===== src/rtl/uart_tx_fifo.sv =====
// Transmit-side byte FIFO feeding a UART serializer: buffers host writes and
// launches one byte at a time, paced by the UART is_transmitting flag.
module uart_tx_fifo #(
  parameter int unsigned ADDR_WIDTH   = 4,
  parameter int unsigned BUSY_TIMEOUT = 4
) (
  input  logic                  clk,
  input  logic                  rst,
  input  logic                  wr_stb,
  input  logic [7:0]            wr_data,
  input  logic                  flush,
  output logic                  full,
  output logic                  empty,
  output logic [ADDR_WIDTH:0]   count,
  output logic                  overflow,
  output logic                  transmit,
  output logic [7:0]            tx_byte,
  input  logic                  is_transmitting,
  output logic                  byte_sent,
  output logic                  tx_lost,
  output logic                  busy
);

  localparam int unsigned DEPTH = 1 << ADDR_WIDTH;
  localparam int unsigned CW    = ADDR_WIDTH + 1;
  localparam int unsigned TW    = (BUSY_TIMEOUT > 1) ? $clog2(BUSY_TIMEOUT) : 1;

  typedef enum logic [1:0] {
    IDLE      = 2'd0,
    WAIT_BUSY = 2'd1,
    WAIT_DONE = 2'd2
  } state_e;

  logic [7:0]            mem_q [DEPTH];
  logic [ADDR_WIDTH-1:0] wr_ptr_q, wr_ptr_d;
  logic [ADDR_WIDTH-1:0] rd_ptr_q, rd_ptr_d;
  logic [CW-1:0]         count_q, count_d;
  logic                  overflow_q;
  logic                  transmit_q;
  logic [7:0]            tx_byte_q;
  logic                  byte_sent_q;
  logic                  tx_lost_q;
  logic [TW-1:0]         timer_q;
  state_e                state_q;
  logic                  wr_en;
  logic                  pop;

  // Status flags decode the registered occupancy, so a same-cycle pop never frees a slot.
  assign full  = (count_q == CW'(DEPTH));
  assign empty = (count_q == '0);
  assign busy  = (state_q != IDLE);

  assign wr_en = wr_stb && !full && !flush;
  assign pop   = (state_q == IDLE) && !empty && !is_transmitting && !flush;

  assign count     = count_q;
  assign overflow  = overflow_q;
  assign transmit  = transmit_q;
  assign tx_byte   = tx_byte_q;
  assign byte_sent = byte_sent_q;
  assign tx_lost   = tx_lost_q;

  // Pointer and occupancy next-state; flush wins over any push or pop.
  always_comb begin
    wr_ptr_d = wr_ptr_q;
    rd_ptr_d = rd_ptr_q;
    count_d  = count_q;
    if (flush) begin
      wr_ptr_d = '0;
      rd_ptr_d = '0;
      count_d  = '0;
    end else begin
      if (wr_en) wr_ptr_d = wr_ptr_q + ADDR_WIDTH'(1);
      if (pop)   rd_ptr_d = rd_ptr_q + ADDR_WIDTH'(1);
      case ({wr_en, pop})
        2'b10:   count_d = count_q + CW'(1);
        2'b01:   count_d = count_q - CW'(1);
        default: count_d = count_q;
      endcase
    end
  end

  always_ff @(posedge clk or posedge rst) begin
    if (rst) begin
      wr_ptr_q   <= '0;
      rd_ptr_q   <= '0;
      count_q    <= '0;
      overflow_q <= 1'b0;
    end else begin
      wr_ptr_q   <= wr_ptr_d;
      rd_ptr_q   <= rd_ptr_d;
      count_q    <= count_d;
      overflow_q <= wr_stb && full && !flush;
    end
  end

  always_ff @(posedge clk) begin
    if (wr_en) mem_q[wr_ptr_q] <= wr_data;
  end

  // Launch / handshake FSM; strobes default low so each is a single cycle.
  always_ff @(posedge clk or posedge rst) begin
    if (rst) begin
      state_q     <= IDLE;
      transmit_q  <= 1'b0;
      tx_byte_q   <= 8'h00;
      byte_sent_q <= 1'b0;
      tx_lost_q   <= 1'b0;
      timer_q     <= '0;
    end else begin
      transmit_q  <= 1'b0;
      byte_sent_q <= 1'b0;
      tx_lost_q   <= 1'b0;
      case (state_q)
        IDLE: begin
          if (pop) begin
            tx_byte_q  <= mem_q[rd_ptr_q];
            transmit_q <= 1'b1;
            timer_q    <= '0;
            state_q    <= WAIT_BUSY;
          end
        end
        WAIT_BUSY: begin
          timer_q <= timer_q + TW'(1);
          if (is_transmitting) begin
            state_q <= WAIT_DONE;
          end else if (timer_q == TW'(BUSY_TIMEOUT - 1)) begin
            tx_lost_q <= 1'b1;
            state_q   <= IDLE;
          end
        end
        WAIT_DONE: begin
          if (!is_transmitting) begin
            byte_sent_q <= 1'b1;
            state_q     <= IDLE;
          end
        end
        default: state_q <= IDLE;
      endcase
    end
  end

endmodule


===== config.mk =====
export PLATFORM = sky130hd
export DESIGN_NAME = uart_tx_fifo
export DESIGN_NICKNAME = d
export VERILOG_FILES = /design/src/rtl/uart_tx_fifo.sv
export SDC_FILE = /design/constraint.sdc
export NUM_CORES = 1
export LEC_CHECK = 0
export ABC_AREA = 1
export BUFFER_PORTS_ARGS = -buffer_cell sky130_fd_sc_hd__buf_2
export CAP_MARGIN = 20
export CORE_AREA = 2 2 133 135
export CTS_CLUSTER_DIAMETER = 150
export DETAILED_ROUTE_END_ITERATION = 12
export DIE_AREA = 0 0 135 137
export PLACE_DENSITY = 0.57
export SLEW_MARGIN = 5
export SYNTH_ARGS = -nofsm -noshare
export SYNTH_HDL_FRONTEND = slang
export SYNTH_SLANG_ARGS = --single-unit

===== constraint.sdc =====
create_clock -name clk -period 5.7 [get_ports clk]
set_clock_uncertainty 0.2 [all_clocks]
set_input_delay 0.57 -clock clk [delete_from_list [all_inputs] [get_ports clk]]
set_output_delay 0.57 -clock clk [all_outputs]
set_load 0.05 [all_outputs]

# == Word level (Yosys, flattened, before mapping) ==
# Memory sizes are Yosys's and may differ from the RTL's. A register that Yosys moved wholly into a read port is not among the register bits.
# Index checks and enable logic that the tools add are counted.
# Widths: inputs -> output; s select.
# op_classes
addsub,5
n_eq_ne,9
muxes,22
reduce_logical,21
# ops
cell,count
$mux 4,4
$mux 2,5
$pmux 5 s2,1
$mux 1,9
$add 4x1->4 const B,2
$reduce_bool 2->1,4
$logic_and 1x1->1,7
$eq 2x2->1 const B,3
$pmux 2 s3,1
$add 5x1->5 const B,1
$eq 5x5->1 const B,1
$logic_not 5->1,1
$mux 5,1
$sub 5x1->5 const B,1
$eq 2x1->1 const B,2
$logic_not 1->1,4
$ne 2x2->1 const B,2
$pmux 2 s2,1
$reduce_and 2->1,2
$ne 3x3->1 const B,1
$reduce_and 3->1,1
$reduce_bool 3->1,1
$add 2x1->2 const B,1
$logic_not 2->1,1
# word_totals
register_bits,21
ram_bits,128
input_bits,13
output_inout_bits,20
elab_cells,67
n_memories,1
# mem_list
memory,words,word_bits,rd,rd_ports_with_merged_regs,write_ports,line,source
mem_q,16,8,1,1,1,34,logic [7:0] mem_q [DEPTH];

# == Logic depth before layout (Yosys ltp) ==
# logic_depth
depth_word,8
ltp_mapped,16
mapped_depth_nobuf,16

# == Worst setup path after synthesis ==
# OpenSTA, ideal clock, no wires.
# synth_path
path_type,flip-flop to flip-flop
start,register state_q[1]
end,register count_q[4] (netlist: count[4])
setup_time_ns,0.118
t_arrival_ns,2.204
t_required_ns,5.382
path_slack_ns,3.177
stages_incl_launch_ff,17
path_buffers,0
synth_period_minus_slack_ns,2.523
cell_sequence,dfrtp_1 -> inv_1 -> nand2_1 -> nor2_2 -> nand2_2 -> nor2_4 -> nand2_4 -> fa_1 -> nand3b_1 -> nand2_1 -> nand2_1 -> nand2_1 -> inv_1 -> nand2_1 -> nand2_1 -> nand2_1 -> nand2_1
# synth_via
elab_chain_cells,7
word_cells_on_any_way,9
classes_between,2 x eq/ne; 2 x mux; 5 x reduce/logical
# synth_lines
item,line,source
"start, declared",44,state_e state_q;
"start signal, assigned",104,state_q <= IDLE;
"start signal, assigned",120,state_q <= WAIT_BUSY;
"start signal, assigned",126,state_q <= WAIT_DONE;
$logic_not 2->1 *,54,assign pop = (state_q == IDLE) && !empty && !is_transmitting && !flush;
$logic_and 1x1->1 * (3 in a row),54,
$eq 2x1->1 or $eq 2x2->1 (tied branches),75,"case ({wr_en, pop})"
$pmux 5 s2,75,
$mux 5,68,if (flush) begin
"end signal, assigned",92,count_q <= count_d;
"end, declared",37,"logic [CW-1:0] count_q, count_d;"
# Mark *: on every way between the ends. The rest lies on a longest branch, timed or not.
# A chain may end at the register's enable or synchronous reset.

# == Worst setup path in the final report ==
# layout_path
start,register rd_ptr_q[2]
end,register rd_ptr_q[3]
# layout_via
elab_chain_cells,3
# layout_lines
item,line,source
"start, declared",36,"logic [ADDR_WIDTH-1:0] rd_ptr_q, rd_ptr_d;"
"start signal, assigned",91,rd_ptr_q <= rd_ptr_d;
$add 4x1->4,74,if (pop) rd_ptr_d = rd_ptr_q + ADDR_WIDTH'(1);
$mux 4,74,
$mux 4,68,
# Every way passes these cells. The select of a mux whose other input is x is not followed.

==> flow_summary.json <==
{
  "setup_viol_count_final": 0,
  "p_leak_nw": 2.94,
  "dpl_cell_area_mm2": 0.00700,
  "ir_drop_mv": 0.198,
  "drt_pre_antenna_iters": 4,
  "avgRoutedWirePerCell_um": 17.0,
  "synth.most_common_cell": "nand2_1",
  "htree_levels": 4,
  "coreArea_mm2": 0.0171,
  "final_area_mm2": 0.00760,
  "dp_hpwl_um": 9310,
  "post-route-period-util_pct": 45.8,
  "syn-num-nets": 633,
  "synthCells": 610,
  "slew-limit-headroom_pct": 36.3,
  "rsz0062_at_grt": "false",
  "cts.path.max_buffers": 2,
  "grt_pass1_vias": 4170,
  "cp_max_fo": 19,
  "cap_viol_max_count": 0,
  "clk_pin_slew_ns": 0.06,
  "wl_um": 14900,
  "drv_slew": 0,
  "fmax_mhz": 383,
  "synth_edf_count": 128,
  "fp.dieH_um": 137,
  "drt_iter0_drc": 229,
  "ys_seq_area_share_pct": 68.1,
  "critPathArrivalTime_ns": 2.71,
  "clock-sinks": 157,
  "fp-row-count": 48,
  "hold_violations": 0,
  "worstMarginPinSlew_ns": 0.955,
  "yosys.cell_types.count": 29,
  "grt_max_degree": 68,
  "whs_ns": 0.156,
  "fin_tns_setup_ns": 0,
  "seq_area_mm2": 0.00457,
  "port_buffers": 32,
  "ys_warn_count": 0,
  "fp.dieW_um": 135,
  "routed-via-count": 4306,
  "clock_latency_ns": 0.42,
  "end_kind": "flip-flop",
  "drive_gt1_share_pct": 13.5,
  "cts_buffers": 17,
  "critPathLaunchType": "flip-flop",
  "grt_remaining_overflow": 0,
  "netlist_top_cells_area": "edfxtp_1 (57%), dfrtp_1 (11%), nand2_1 (7.3%)",
  "synth_top_cell_area_share_pct": 57.3,
  "remaining_drc_errors": 0,
  "synth_flop_cell": "edfxtp_1",
  "antenna_cells": 0,
  "ff2ff_setup_slack_ns": 3.09,
  "grt_usage_pct": 17.1,
  "yosysTopAreaCell": "edfxtp_1",
  "fillers": 1594,
  "p_per_area_mw_per_mm2": 456,
  "die_area_mm2": 0.0185,
  "post_cts_buffers": 0,
  "outcome": "finished, final reports clean",
  "start_util_pct": 39.3,
  "postSynth.asyncResetShare_pct": 18.5,
  "area_delta_synth_final_pct": 13.3,
  "holdCritPathClass": "in2reg",
  "critical_path_class": "reg2reg",
  "multi_input_area_mm2": 0.00186,
  "syn_area_mm2": 0.00671,
  "fin_util_pct": 44.6,
  "ys_ff_latch": 157,
  "grt_pass1_wl_um": 23000,
  "crit_required_ns": 5.80,
  "pin_count": 33,
  "grt_antenna_before_repair": 0,
  "cts_tree": "built",
  "period_needed_ns": 2.61,
  "vias_per_cell": 4.90,
  "ant_nets": 0,
  "syn_area_per_cell_um2": 11.0,
  "ys_top_cells_by_count": "nand2_1 (131), edfxtp_1 (128), nor2_1 (117)",
  "place_congestion": 0.877,
  "nNetsFinal": 663,
  "root_buffer": "clkbuf_16"
}
[cells by family (layout without fill, tap and decap cells)]
family / count (synthesis) / after routing / share of synthesized area [%]
AND/OR/NAND/NOR: 322 / 322 / 20.2
AO/OA/AOI/OAI: 69 / 69 / 5.22
XOR/XNOR: 2 / 2 / 0.261
adder cells (fa/ha/maj): 10 / 10 / 1.98
flip-flops: 157 / 157 / 68.1
buffers and inverters: 50 / 93 / 4.27
[cell usage in the layout, fill, tap and decap left out, drive strengths merged]
| cell | netlist | layout |
|---|---|---|
| xnor2 | 1 | 1 |
| dfrtp | 29 | 29 |
| clkbuf | 6 | 21 |
| o21a | 1 | 1 |
| inv | 22 | 23 |
| nor3 | 3 | 3 |
| edfxtp | 128 | 128 |
| bufinv | 0 | 2 |
| nand2 | 139 | 139 |
| o21ai | 60 | 60 |
| a21oi | 7 | 7 |
| fa | 1 | 1 |
| o31ai | 1 | 1 |
| nand3b | 1 | 1 |
| dlygate4sd3 | 0 | 1 |
| clkinvlp | 0 | 2 |
| clkinv | 2 | 8 |
| buf | 20 | 36 |
| nand3 | 57 | 57 |
| nor2 | 122 | 122 |
| xor2 | 1 | 1 |
| ha | 9 | 9 |
[cell type report]
type | instances | area share, %
sequential | 157 | 60.1
multi-input combinational | 403 | 24.4
clock buffer | 21 | 5.93
tap | 225 | 3.70
timing repair buffer | 37 | 3.06
clock inverter | 11 | 1.55
inverter | 24 | 1.22
[per-stage QoR]
stage               cells  setup WS [ns]  power (mW)
floorplan             610           3.18        2.21
global placement      843           3.06        2.39
global route          878           2.90        3.65
CTS                   877           3.08        3.49
finish                878           3.09        3.47
detailed placement    844           3.02        2.40
[where the power goes]
part	leakage, nW	internal (mW)	switching, mW
clock	0.277	0.653	0.435
combinational	1.13	0.271	0.728
sequential	1.54	1.32	0.0652
[routing by layer]
| layer | GRT usage (%) | routed length, um |
|---|---|---|
| met1 | 20.9 | 6260 |
| met2 | 29.6 | 7560 |
| met3 | 3.15 | 789 |
| met4 | 7.52 | 315 |
| met5 | 0 | 0 |
[critical path: stages (launching register included)]
cell and delay (ns):
dfrtp_1 0.81, clkinv_1 0.80, nor3_1 0.33, nand2_1 0.11, o21ai_0 0.15, a21oi_1 0.07
[state kept, by name (all words and copies together), names as in the netlist, 2 cells and up]
register / count
mem_q: 128
wr_ptr_q: 4
tx_byte: 8
count: 5
state_q: 2
timer_q: 2
rd_ptr_q: 4
[timing repair]
| item | CTS | global route |
|---|---|---|
| setup endpoints to repair | 0 | 0 |
| resized for setup | 0 | 0 |
| hold buffers | 1 | 0 |
| endpoints found under the hold margin | 9 | 0 |
[worst paths after layout]
| kind | depth (start not counted) | startpoint | end |
|---|---|---|---|
| setup / recovery | 5 | rd_ptr_q[2] | rd_ptr_q[3] |
| hold / removal | 2 | is_transmitting | byte_sent |
| setup reg to reg | 5 | rd_ptr_q[2] | rd_ptr_q[3] |
| hold reg to reg | 2 | tx_byte[7] | tx_byte[7] |
| max in group asynchronous | 4 | rst | rd_ptr_q[0] |
| min in group asynchronous | 3 | rst | wr_ptr_q[1] |
Note: power is estimated with default switching activity, not from simulation.
